### src/rtl/alu_operand_stage_if.sv
// Operand-stage bus: decoded-instruction inputs, forwarding sources and registered ALU operands.
// The master drives the instruction/forwarding side; the slave is the operand stage.
interface alu_operand_stage_if #(
  parameter int XLEN   = 32,
  parameter int REG_AW = 5,
  parameter int CNT_W  = 16
);
  logic              in_valid;
  logic              stall;
  logic              flush;
  logic [REG_AW-1:0] rs1_addr;
  logic [REG_AW-1:0] rs2_addr;
  logic [XLEN-1:0]   rs1_data;
  logic [XLEN-1:0]   rs2_data;
  logic [XLEN-1:0]   pc_in;
  logic [XLEN-1:0]   imm_in;
  logic [1:0]        asel;
  logic              bsel;
  logic [REG_AW-1:0] mem_rd;
  logic [REG_AW-1:0] wb_rd;
  logic              mem_wen;
  logic              wb_wen;
  logic [XLEN-1:0]   mem_data;
  logic [XLEN-1:0]   wb_data;
  logic              out_valid;
  logic [XLEN-1:0]   alu_in1;
  logic [XLEN-1:0]   alu_in2;
  logic [XLEN-1:0]   store_data;
  logic [CNT_W-1:0]  fwd_count;

  modport master (
    output in_valid, stall, flush, rs1_addr, rs2_addr, rs1_data, rs2_data,
           pc_in, imm_in, asel, bsel, mem_rd, wb_rd, mem_wen, wb_wen,
           mem_data, wb_data,
    input  out_valid, alu_in1, alu_in2, store_data, fwd_count
  );

  modport slave (
    input  in_valid, stall, flush, rs1_addr, rs2_addr, rs1_data, rs2_data,
           pc_in, imm_in, asel, bsel, mem_rd, wb_rd, mem_wen, wb_wen,
           mem_data, wb_data,
    output out_valid, alu_in1, alu_in2, store_data, fwd_count
  );
endinterface

### src/rtl/alu_operand_stage.sv
// EX-stage operand select: forwards rs1/rs2 from MEM/WB, muxes A/B, registers them with
// stall/flush control, and keeps a saturating count of consumed forwards.
module alu_operand_stage #(
  parameter int XLEN   = 32,
  parameter int REG_AW = 5,
  parameter int CNT_W  = 16
) (
  input logic               clk,
  input logic               rst,
  alu_operand_stage_if.slave bus
);

  function automatic logic [CNT_W-1:0] sat_add(input logic [CNT_W-1:0] cnt,
                                               input logic [1:0]       inc);
    logic [CNT_W:0] sum;
    sum = {1'b0, cnt} + (CNT_W+1)'(inc);
    if (sum[CNT_W]) return '1;
    return sum[CNT_W-1:0];
  endfunction

  logic             rs1_mem_hit, rs1_wb_hit, rs2_mem_hit, rs2_wb_hit;
  logic             rs1_hit, rs2_hit;
  logic [XLEN-1:0]  fwd_rs1, fwd_rs2;
  logic [XLEN-1:0]  op_a, op_b;
  logic [1:0]       fwd_inc;

  logic             out_valid_q, out_valid_d;
  logic [XLEN-1:0]  alu_in1_q, alu_in1_d;
  logic [XLEN-1:0]  alu_in2_q, alu_in2_d;
  logic [XLEN-1:0]  store_data_q, store_data_d;
  logic [CNT_W-1:0] fwd_count_q, fwd_count_d;

  // Forward resolution: MEM beats WB, x0 always reads the register file.
  always_comb begin
    rs1_mem_hit = bus.mem_wen && (bus.mem_rd == bus.rs1_addr) && (bus.rs1_addr != '0);
    rs1_wb_hit  = bus.wb_wen  && (bus.wb_rd  == bus.rs1_addr) && (bus.rs1_addr != '0);
    rs2_mem_hit = bus.mem_wen && (bus.mem_rd == bus.rs2_addr) && (bus.rs2_addr != '0);
    rs2_wb_hit  = bus.wb_wen  && (bus.wb_rd  == bus.rs2_addr) && (bus.rs2_addr != '0);
    rs1_hit     = rs1_mem_hit || rs1_wb_hit;
    rs2_hit     = rs2_mem_hit || rs2_wb_hit;
    fwd_rs1     = rs1_mem_hit ? bus.mem_data : (rs1_wb_hit ? bus.wb_data : bus.rs1_data);
    fwd_rs2     = rs2_mem_hit ? bus.mem_data : (rs2_wb_hit ? bus.wb_data : bus.rs2_data);
  end

  always_comb begin
    case (bus.asel)
      2'd0:    op_a = fwd_rs1;
      2'd1:    op_a = bus.pc_in;
      default: op_a = '0;
    endcase
    op_b = bus.bsel ? bus.imm_in : fwd_rs2;
    // A forwarded rs2 is always consumed, by the ALU or by the store path.
    fwd_inc = {1'b0, rs1_hit && (bus.asel == 2'd0)} + {1'b0, rs2_hit};
  end

  always_comb begin
    out_valid_d  = out_valid_q;
    alu_in1_d    = alu_in1_q;
    alu_in2_d    = alu_in2_q;
    store_data_d = store_data_q;
    fwd_count_d  = fwd_count_q;
    if (bus.flush) begin
      out_valid_d  = 1'b0;
      alu_in1_d    = '0;
      alu_in2_d    = '0;
      store_data_d = '0;
    end else if (!bus.stall) begin
      if (bus.in_valid) begin
        out_valid_d  = 1'b1;
        alu_in1_d    = op_a;
        alu_in2_d    = op_b;
        store_data_d = fwd_rs2;
        fwd_count_d  = sat_add(fwd_count_q, fwd_inc);
      end else begin
        out_valid_d  = 1'b0;
        alu_in1_d    = '0;
        alu_in2_d    = '0;
        store_data_d = '0;
      end
    end
  end

  // Stage boundary: registered operands to the ALU.
  always_ff @(posedge clk) begin
    if (rst) begin
      out_valid_q  <= 1'b0;
      alu_in1_q    <= '0;
      alu_in2_q    <= '0;
      store_data_q <= '0;
      fwd_count_q  <= '0;
    end else begin
      out_valid_q  <= out_valid_d;
      alu_in1_q    <= alu_in1_d;
      alu_in2_q    <= alu_in2_d;
      store_data_q <= store_data_d;
      fwd_count_q  <= fwd_count_d;
    end
  end

  assign bus.out_valid  = out_valid_q;
  assign bus.alu_in1    = alu_in1_q;
  assign bus.alu_in2    = alu_in2_q;
  assign bus.store_data = store_data_q;
  assign bus.fwd_count  = fwd_count_q;

endmodule

### src/flat_wrapper.sv
// flat-port wrapper written by rule: the top's interface ports become plain ports
module alu_operand_stage_flat 
#(
  parameter int XLEN   = 32,
  parameter int REG_AW = 5,
  parameter int CNT_W  = 16
)
  (clk, rst, bus_in_valid, bus_stall, bus_flush, bus_rs1_addr, bus_rs2_addr, bus_rs1_data, bus_rs2_data, bus_pc_in, bus_imm_in, bus_asel, bus_bsel, bus_mem_rd, bus_wb_rd, bus_mem_wen, bus_wb_wen, bus_mem_data, bus_wb_data, bus_out_valid, bus_alu_in1, bus_alu_in2, bus_store_data, bus_fwd_count);
  alu_operand_stage_if #(.XLEN(XLEN), .REG_AW(REG_AW), .CNT_W(CNT_W)) bus_i ();
  input logic clk;
  input logic rst;
  input wire logic [$bits(bus_i.in_valid)-1:0] bus_in_valid;
  input wire logic [$bits(bus_i.stall)-1:0] bus_stall;
  input wire logic [$bits(bus_i.flush)-1:0] bus_flush;
  input wire logic [$bits(bus_i.rs1_addr)-1:0] bus_rs1_addr;
  input wire logic [$bits(bus_i.rs2_addr)-1:0] bus_rs2_addr;
  input wire logic [$bits(bus_i.rs1_data)-1:0] bus_rs1_data;
  input wire logic [$bits(bus_i.rs2_data)-1:0] bus_rs2_data;
  input wire logic [$bits(bus_i.pc_in)-1:0] bus_pc_in;
  input wire logic [$bits(bus_i.imm_in)-1:0] bus_imm_in;
  input wire logic [$bits(bus_i.asel)-1:0] bus_asel;
  input wire logic [$bits(bus_i.bsel)-1:0] bus_bsel;
  input wire logic [$bits(bus_i.mem_rd)-1:0] bus_mem_rd;
  input wire logic [$bits(bus_i.wb_rd)-1:0] bus_wb_rd;
  input wire logic [$bits(bus_i.mem_wen)-1:0] bus_mem_wen;
  input wire logic [$bits(bus_i.wb_wen)-1:0] bus_wb_wen;
  input wire logic [$bits(bus_i.mem_data)-1:0] bus_mem_data;
  input wire logic [$bits(bus_i.wb_data)-1:0] bus_wb_data;
  output wire logic [$bits(bus_i.out_valid)-1:0] bus_out_valid;
  output wire logic [$bits(bus_i.alu_in1)-1:0] bus_alu_in1;
  output wire logic [$bits(bus_i.alu_in2)-1:0] bus_alu_in2;
  output wire logic [$bits(bus_i.store_data)-1:0] bus_store_data;
  output wire logic [$bits(bus_i.fwd_count)-1:0] bus_fwd_count;
  assign bus_i.in_valid = bus_in_valid;
  assign bus_i.stall = bus_stall;
  assign bus_i.flush = bus_flush;
  assign bus_i.rs1_addr = bus_rs1_addr;
  assign bus_i.rs2_addr = bus_rs2_addr;
  assign bus_i.rs1_data = bus_rs1_data;
  assign bus_i.rs2_data = bus_rs2_data;
  assign bus_i.pc_in = bus_pc_in;
  assign bus_i.imm_in = bus_imm_in;
  assign bus_i.asel = bus_asel;
  assign bus_i.bsel = bus_bsel;
  assign bus_i.mem_rd = bus_mem_rd;
  assign bus_i.wb_rd = bus_wb_rd;
  assign bus_i.mem_wen = bus_mem_wen;
  assign bus_i.wb_wen = bus_wb_wen;
  assign bus_i.mem_data = bus_mem_data;
  assign bus_i.wb_data = bus_wb_data;
  assign bus_out_valid = bus_i.out_valid;
  assign bus_alu_in1 = bus_i.alu_in1;
  assign bus_alu_in2 = bus_i.alu_in2;
  assign bus_store_data = bus_i.store_data;
  assign bus_fwd_count = bus_i.fwd_count;
  alu_operand_stage #(.XLEN(XLEN), .REG_AW(REG_AW), .CNT_W(CNT_W)) u_core (.clk(clk), .rst(rst), .bus(bus_i));
endmodule
### config.mk
export PLATFORM = sky130hd
export DESIGN_NAME = alu_operand_stage_flat
export DESIGN_NICKNAME = d
export VERILOG_FILES = /design/src/rtl/alu_operand_stage_if.sv /design/src/rtl/alu_operand_stage.sv /design/src/flat_wrapper.sv
export SDC_FILE = /design/constraint.sdc
export NUM_CORES = 1
export LEC_CHECK = 0
export BUFFER_PORTS_ARGS = -buffer_cell sky130_fd_sc_hd__buf_2
export CAP_MARGIN = 20
export CORE_MARGIN = 5
export CORE_UTILIZATION = 40
export CTS_BUF_LIST = sky130_fd_sc_hd__clkbuf_8
export DETAILED_ROUTE_END_ITERATION = 16
export PLACE_DENSITY = 0.77
export REMOVE_ABC_BUFFERS = 1
export SYNTH_ARGS = -nofsm -noshare
export SYNTH_HDL_FRONTEND = slang
export SYNTH_SLANG_ARGS = --single-unit
### constraint.sdc
create_clock -name clk -period 4.1 [get_ports clk]
set_input_delay 0.41 -clock clk [delete_from_list [all_inputs] [get_ports clk]]
set_output_delay 0.41 -clock clk [all_outputs]
set_load 0.05 [all_outputs]
After elaboration in Yosys (flattened, before gate mapping)
Index checks and enable logic that the tools add are counted.
{"block": "word_totals", "inputBits": 222, "output_inout_bits": 113, "reg_bits": 113, "wordCells": 46}
{"block": "classes", "n_eq_ne": 5, "n_reduce_logical": 16, "n_addsub": 2, "bitwise_logic": 2, "n_mux": 16}
{"cell": "$mux W32", "count": 8}
{"cell": "$pmux W32 S2", "count": 1}
{"cell": "$mux W16", "count": 2}
{"cell": "$eq A5 B5 Y1", "count": 4}
{"cell": "$add A16 B2 Y17", "count": 1}
{"cell": "$reduce_bool A5 Y1", "count": 2}
{"cell": "$logic_and A1 B1 Y1", "count": 9}
{"cell": "$mux W1", "count": 5}
{"cell": "$reduce_and A3 Y1", "count": 1}
{"cell": "$add A1 B1 Y2", "count": 1}
{"cell": "$eq A2 B1 Y1 const B", "count": 1}
{"cell": "$logic_not A2 Y1", "count": 1}
{"cell": "$logic_or A1 B1 Y1", "count": 2}
{"cell": "$not A1 Y1", "count": 2}
{"cell": "$reduce_or A2 Y1", "count": 1}

Depth between registers and ports, before layout
{"block": "depth", "word_depth": 12, "ltp_mapped": 12, "mapped_depth_nobuf": 11}

Worst setup path before layout
No wires, ideal clock.
{"block": "synth_timing", "path_kind": "input to register", "start": "in bus_rs2_addr[3]", "end": "reg u_core.fwd_count_q[10], in the netlist u_core.bus.fwd_count[10]", "t_required_ns": 3.967, "t_arrival_ns": 3.118, "n_path_buf": 3, "path_stages": 12, "setup_slack_ns": 0.850, "setup_ns": 0.133, "path_cell_list": "or4_4 -> o211ai_2 -> or2_2 -> buf_2 -> buf_2 -> o21ai_0 -> fa_1 -> ha_1 -> nand3_1 -> or3_1 -> clkbuf_1 -> a21oi_1"}
{"block": "synth_via", "elab_chain_len": 11, "elab_cells_between_ends": 15, "cone_classes": "2 x add/sub; 2 x eq/ne; 5 x mux; 6 x reduce/logical"}
{"item": "start: declaration", "line_no": "flat_wrapper.sv:16", "rtl": "input wire logic [$bits(bus_i.rs2_addr)-1:0] bus_rs2_addr;"}
{"item": "$eq A5 B5 Y1, on equally long branches", "line_no": "alu_operand_stage.sv:37, alu_operand_stage.sv:38"}
{"item": "$logic_and A1 B1 Y1, on equally long branches (2 in series)", "line_no": "alu_operand_stage.sv:37, alu_operand_stage.sv:38"}
{"item": "$logic_or A1 B1 Y1 *", "line_no": "alu_operand_stage.sv:40", "rtl": "rs2_hit = rs2_mem_hit || rs2_wb_hit;"}
{"item": "$add A1 B1 Y2 *", "line_no": "alu_operand_stage.sv:53", "rtl": "fwd_inc = {1'b0, rs1_hit && (bus.asel == 2'd0)} + {1'b0, rs2_hit};"}
{"item": "$add A16 B2 Y17 *", "line_no": "alu_operand_stage.sv:16", "rtl": "sum = {1'b0, cnt} + (CNT_W+1)'(inc);"}
{"item": "$mux W1", "line_no": "alu_operand_stage.sv:17", "rtl": "if (sum[CNT_W]) return '1;"}
{"item": "$mux W1", "line_no": "alu_operand_stage.sv:68", "rtl": "if (bus.in_valid) begin"}
{"item": "$mux W1", "line_no": "alu_operand_stage.sv:67", "rtl": "end else if (!bus.stall) begin"}
{"item": "$mux W1", "line_no": "alu_operand_stage.sv:62", "rtl": "if (bus.flush) begin"}
{"item": "$mux W16 *", "line_no": "alu_operand_stage.sv:18", "rtl": "return sum[CNT_W-1:0];"}
{"item": "end signal: assignment", "line_no": "alu_operand_stage.sv:96", "rtl": "fwd_count_q <= fwd_count_d;"}
{"item": "end: declaration", "line_no": "alu_operand_stage.sv:31", "rtl": "logic [CNT_W-1:0] fwd_count_q, fwd_count_d;"}
Mark *: on every way between the ends. The rest lies on a longest branch, timed or not. The select of a mux whose other input is x is not followed.
A chain may end at the register's enable or synchronous reset.

Worst setup path in the final report
{"block": "layout_timing", "start": "in bus_wb_rd[2]", "end": "reg u_core.fwd_count_q[15], in the netlist u_core.bus.fwd_count[15]"}
{"block": "layout_via", "elab_chain_len": 12, "elab_cells_between_ends": 16, "cone_classes": "2 x add/sub; 2 x eq/ne; 5 x mux; 7 x reduce/logical"}
{"item": "start: declaration", "line_no": "flat_wrapper.sv:24", "rtl": "input wire logic [$bits(bus_i.wb_rd)-1:0] bus_wb_rd;"}
{"item": "$eq A5 B5 Y1", "line_no": "alu_operand_stage.sv:36", "rtl": "rs1_wb_hit = bus.wb_wen && (bus.wb_rd == bus.rs1_addr) && (bus.rs1_addr != '0);"}
{"item": "$logic_and A1 B1 Y1 (2 in series)", "line_no": "alu_operand_stage.sv:36"}
{"item": "$logic_or A1 B1 Y1", "line_no": "alu_operand_stage.sv:39", "rtl": "rs1_hit = rs1_mem_hit || rs1_wb_hit;"}
{"item": "$logic_and A1 B1 Y1", "line_no": "alu_operand_stage.sv:53"}
{"item": "$add A1 B1 Y2 *", "line_no": "alu_operand_stage.sv:53"}
{"item": "$add A16 B2 Y17 *", "line_no": "alu_operand_stage.sv:16"}
{"item": "$mux W1", "line_no": "alu_operand_stage.sv:17"}
{"item": "$mux W1", "line_no": "alu_operand_stage.sv:68"}
{"item": "$mux W1", "line_no": "alu_operand_stage.sv:67"}
{"item": "$mux W1", "line_no": "alu_operand_stage.sv:62"}
{"item": "$mux W16 *", "line_no": "alu_operand_stage.sv:18"}
Marks and branches as above.

==> impl_summary.md <==
Run status
The flow ran to the end, and the final reports show no timing, DRC or antenna violations.

Clock network
The clock transition at the register clock pins on the worst setup and hold paths after CTS is 0.07 ns. The post-CTS setup-driven buffer insertion count is 0. The CTS buffer count is 17. The number of hold buffers added after CTS was 0. TritonCTS built the clock tree.

For this design, the sink count on the clock tree is 113. The H-tree was split into 4 levels. Clock tree synthesis selected as its root buffer the cell clkbuf_8. After clock tree synthesis, the repair step resized 0 gates. The clock latency on the worst-skew pair is 0.43 ns. The number of buffers on the longest clock path is 2.

Timing
The worst hold slack across all endpoints is 0.259 ns. The clock skew is 0.00591 ns. The count of endpoints failing setup in the final report is 0. The max-slew headroom at the worst pin is 0.208. The fmax is 0.285 GHz. The total negative slack for setup checks is 0 ns. The number of hold violations in the final report is 0. The number of pins exceeding their max-slew limit in the final report is 0. The slew at the pin closest to its max-slew limit is 1.19 ns. Dividing the final minimum period by the clock period gives 0.856.

Setup repair after global routing left no endpoint under its margin. The worst path needs 3.51 ns of the cycle, external delays included.

Power and ir drop
IR analysis of the VDD net gives a maximum drop of 187 µV. For this design the static power due to leakage is 3.84 nW. Dividing total power by cell area gives a power density of 295 mW/mm².

Detailed routing
The number of DRC markers after the initial detailed-route iteration is 826. The average routed wire per standard cell is 21.1 µm. The total number of vias is 8881. The number of DRC violations after detailed routing is 0. The remaining number of nets flagged by the antenna check after routing is 0. The final layout contains routed wiring with a total length of 30.2 mm.

The number of optimization iterations in the first detailed-route pass is 6. The via count normalized by instance count is 6.20.

Final layout
The finished cells cover 0.00938 mm². The post-layout net count is 1415. From synthesis to final layout, the design area changed by 29.2%. Of the cells placed in the final design, the portion with a size suffix greater than 1 is 0.352.

Critical path
The delay of the slowest cell on the worst path is 0.81 ns. The kind of critical path is in -> reg. Data on the critical path arrives at its endpoint at 3.85 ns.

Along the worst path, the maximum fanout reaches 17. Data on the critical path is required at its endpoint by 4.44 ns. The path depth of the worst reg2reg path is 6. The slack of the worst reg-to-reg path is 1.88 ns. STA classifies the critical path startpoint as an input pin. The critical-path cell with the highest stage delay is nor2_2. Traced cell by cell, the critical path runs through buf_2, xnor2_1, o211ai_2, nor2_2, nor2_1, nor3_1, fa_1, ha_1, nand3_1, or3_1, and4_1, a211oi_1. The end of the worst register-to-register path is u_core.bus.fwd_count[15]$_SDFFE_PP0P_. The launch point of the critical path is bus_wb_rd[2].

The launch point of the worst reg-to-reg path is u_core.bus.fwd_count[0]$_SDFFE_PP0P_. The worst setup path is captured at a flip-flop.

Synth
The biggest area contributor in the post-synthesis netlist is dfxtp_1. The async set-reset flop share out of synthesis is 0. The mapped netlist covers 0.00726 mm². Yosys attributes the largest share of cell area to dfxtp_1, a311o_1, a21oi_1. Among all flip-flop cells after synthesis, the most frequent one is dfxtp_1.

The share of the Yosys chip area taken by registers is 0.312. The register bit total from synthesis is 113. The average size of a mapped cell is 7.91 µm². The count of flip-flops with a built-in enable after synthesis is 0. The number of standard cells after synthesis is 918. Of the post-synthesis cell area, the dominant cell type holds 0.312. The number of distinct library cell variants in the gate-level netlist after synthesis is 42. During synthesis, Yosys emitted a total of 0 warnings.

Min path
The end of the worst hold path is u_core.bus.alu_in1[3]$_SDFFE_PP0N_. The number of cells traversed by the worst hold path is 3. The class of the tightest hold or removal check is in -> reg.

The hold path startpoint is bus_pc_in[3].

Floorplan
The core area is 0.0179 mm². The starting density of the core is 0.406. The number of cell rows is 49. The floorplan die height is 145 µm. The I/O pin count is 335. The floorplan step defined a die boundary enclosing 0.0209 mm².

The horizontal die dimension is 145 µm.

Placed design
The standard cell area after detailed placement is 0.00900 mm². Summed over all nets, the half-perimeter wirelength after detailed placement is 20.9 mm. Buffers placed on the I/O ports in this run total 334. At the end of routability-driven placement, the weighted congestion stood at 0.862.

GRT
The number of antenna violations at the first check in global routing is 0. The maximum number of pins on one net before global-route repair is 89. The layer carrying the most global-route usage is met2. For this run, global-route usage on met2 was measured as 0.446.

The number of global-route vias before repair is 8792. The wire length of the first global-routing pass is 45.8 mm. For this run, global-route usage on met1 was measured as 0.349. The met3 demand-to-capacity share in global routing is 0.0647.

The total overflow left after global routing is 0. The all-layer global routing usage is 0.275.

Job
The number of maximum-capacitance violations is 0.
## sequential cells by signal (all words and copies together), names as in the netlist
register,flops
u_core.bus.alu_in1,32
u_core.bus.alu_in2,32
u_core.bus.store_data,32
u_core.bus.out_valid,1
u_core.bus.fwd_count,16
## stage by stage
step,instances,power [mW],util,setup WS [ns]
after floorplan,817,1.44,-,-0.237
after global placement,1401,1.71,0.503,0.358
after detailed placement,1401,1.72,0.503,0.207
after CTS,1431,2.78,0.524,0.662
after global routing,1431,2.88,0.524,0.366
final,1432,2.77,0.524,0.590
## cells in the final DEF, fill, tap and decap left out, types with 2 or more instances in the layout
master / synthesis / layout
nor3_1: 36 / 35
or3_1: 50 / 50
a21boi_0: 16 / 16
a211oi_2: 29 / 29
bufinv_16: 0 / 2
xnor2_1: 27 / 27
and4_1: 4 / 4
a21oi_1: 111 / 111
clkbuf_8: 0 / 21
o21ai_0: 43 / 43
buf_4: 3 / 22
mux2i_1: 2 / 2
a22oi_1: 64 / 64
dfxtp_1: 113 / 113
buf_2: 11 / 333
nor2_1: 11 / 10
nand4_1: 9 / 9
or4_1: 2 / 2
clkinv_2: 0 / 4
nor4_1: 16 / 16
a211oi_1: 20 / 20
nand2_1: 37 / 37
a311o_1: 64 / 64
xor2_1: 4 / 4
o21ai_1: 38 / 38
o211ai_4: 0 / 2
nand3_1: 37 / 37
o2bb2ai_1: 16 / 16
inv_1: 50 / 53
## power breakdown
part	leakage (nW)	internal, mW	total, mW	switching [mW]
registers	0.913	1.11	1.13	0.0115
logic	2.71	0.203	0.578	0.375
clock network	0.211	0.588	1.06	0.474
total	3.84	1.91	2.77	0.861
## worst max-delay path, delay by kind of cell
| kind | cells | cell delay [ns] |
|---|---|---|
| simple gates | 6 | 2.19 |
| xor+xnor | 1 | 0.24 |
| compound gates | 2 | 0.36 |
| buf+inv | 1 | 0.13 |
| fa+ha+maj | 2 | 0.52 |
## layer usage
metal / part of all wire / vias to the layer above
li1: - / 4060
met1: 0.38 / 4188
met2: 0.48 / 545
met3: 0.11 / 88
met4: 0.032 / 0
met5: 0 / -
## cell type report
class / count / area [µm²]
Fill cell: 1722 / 8520
Multi-Input combinational cell: 654 / 4430
Sequential cell: 113 / 2260
Timing Repair Buffer: 355 / 1830
Clock buffer: 21 / 289
Tap cell: 229 / 287
Inverter: 50 / 188
Clock inverter: 9 / 91.3
Antenna cell: 1 / 2.50
## kinds of logic (layout without fill, tap and decap cells)
| logic type | count (synthesis) | in the layout | share of synthesized area |
|---|---|---|---|
| XOR/XNOR | 31 | 31 | 0.0374 |
| multiplexers | 2 | 2 | 0.00276 |
| flip-flops | 113 | 113 | 0.312 |
| other | 0 | 1 | 0 |
| AO/OA/AOI/OAI | 406 | 406 | 0.401 |
| buffers and inverters | 151 | 435 | 0.0837 |
| adder cells (fa/ha/maj) | 2 | 2 | 0.00448 |
| AND/OR/NAND/NOR | 213 | 213 | 0.159 |
## how the worst max path moves through the flow
stage                                       endpoint  slack, ns  depth (start not counted)
3_5_place_dp   u_core.bus.fwd_count[15]$_SDFFE_PP0P_       0.21                         12
3_3_place_gp   u_core.bus.fwd_count[15]$_SDFFE_PP0P_       0.36                         12
6_report       u_core.bus.fwd_count[15]$_SDFFE_PP0P_       0.59                         12
2_1_floorplan  u_core.bus.fwd_count[15]$_SDFFE_PP0P_      -0.24                         11
4_1_cts        u_core.bus.fwd_count[15]$_SDFFE_PP0P_       0.66                         12
5_1_grt        u_core.bus.fwd_count[15]$_SDFFE_PP0P_       0.37                         12
## synth_stat cells, drive strengths merged, types with 2 or more instances
master   number
a211oi       49
a21boi       16
a21oi       111
a22oi        64
a311o        64
and4          4
buf          16
clkbuf       85
dfxtp       113
inv          50
mux2i         2
nand2        37
nand3        37
nand4         9
nor2         11
nor2b         2
nor3         36
nor3b         3
nor4         16
o211ai        3
o21ai        81
o2bb2ai      16
or2           2
or3          50
or4           3
xnor2        27
xor2          4
Note: power is estimated with default switching activity, not from simulation.
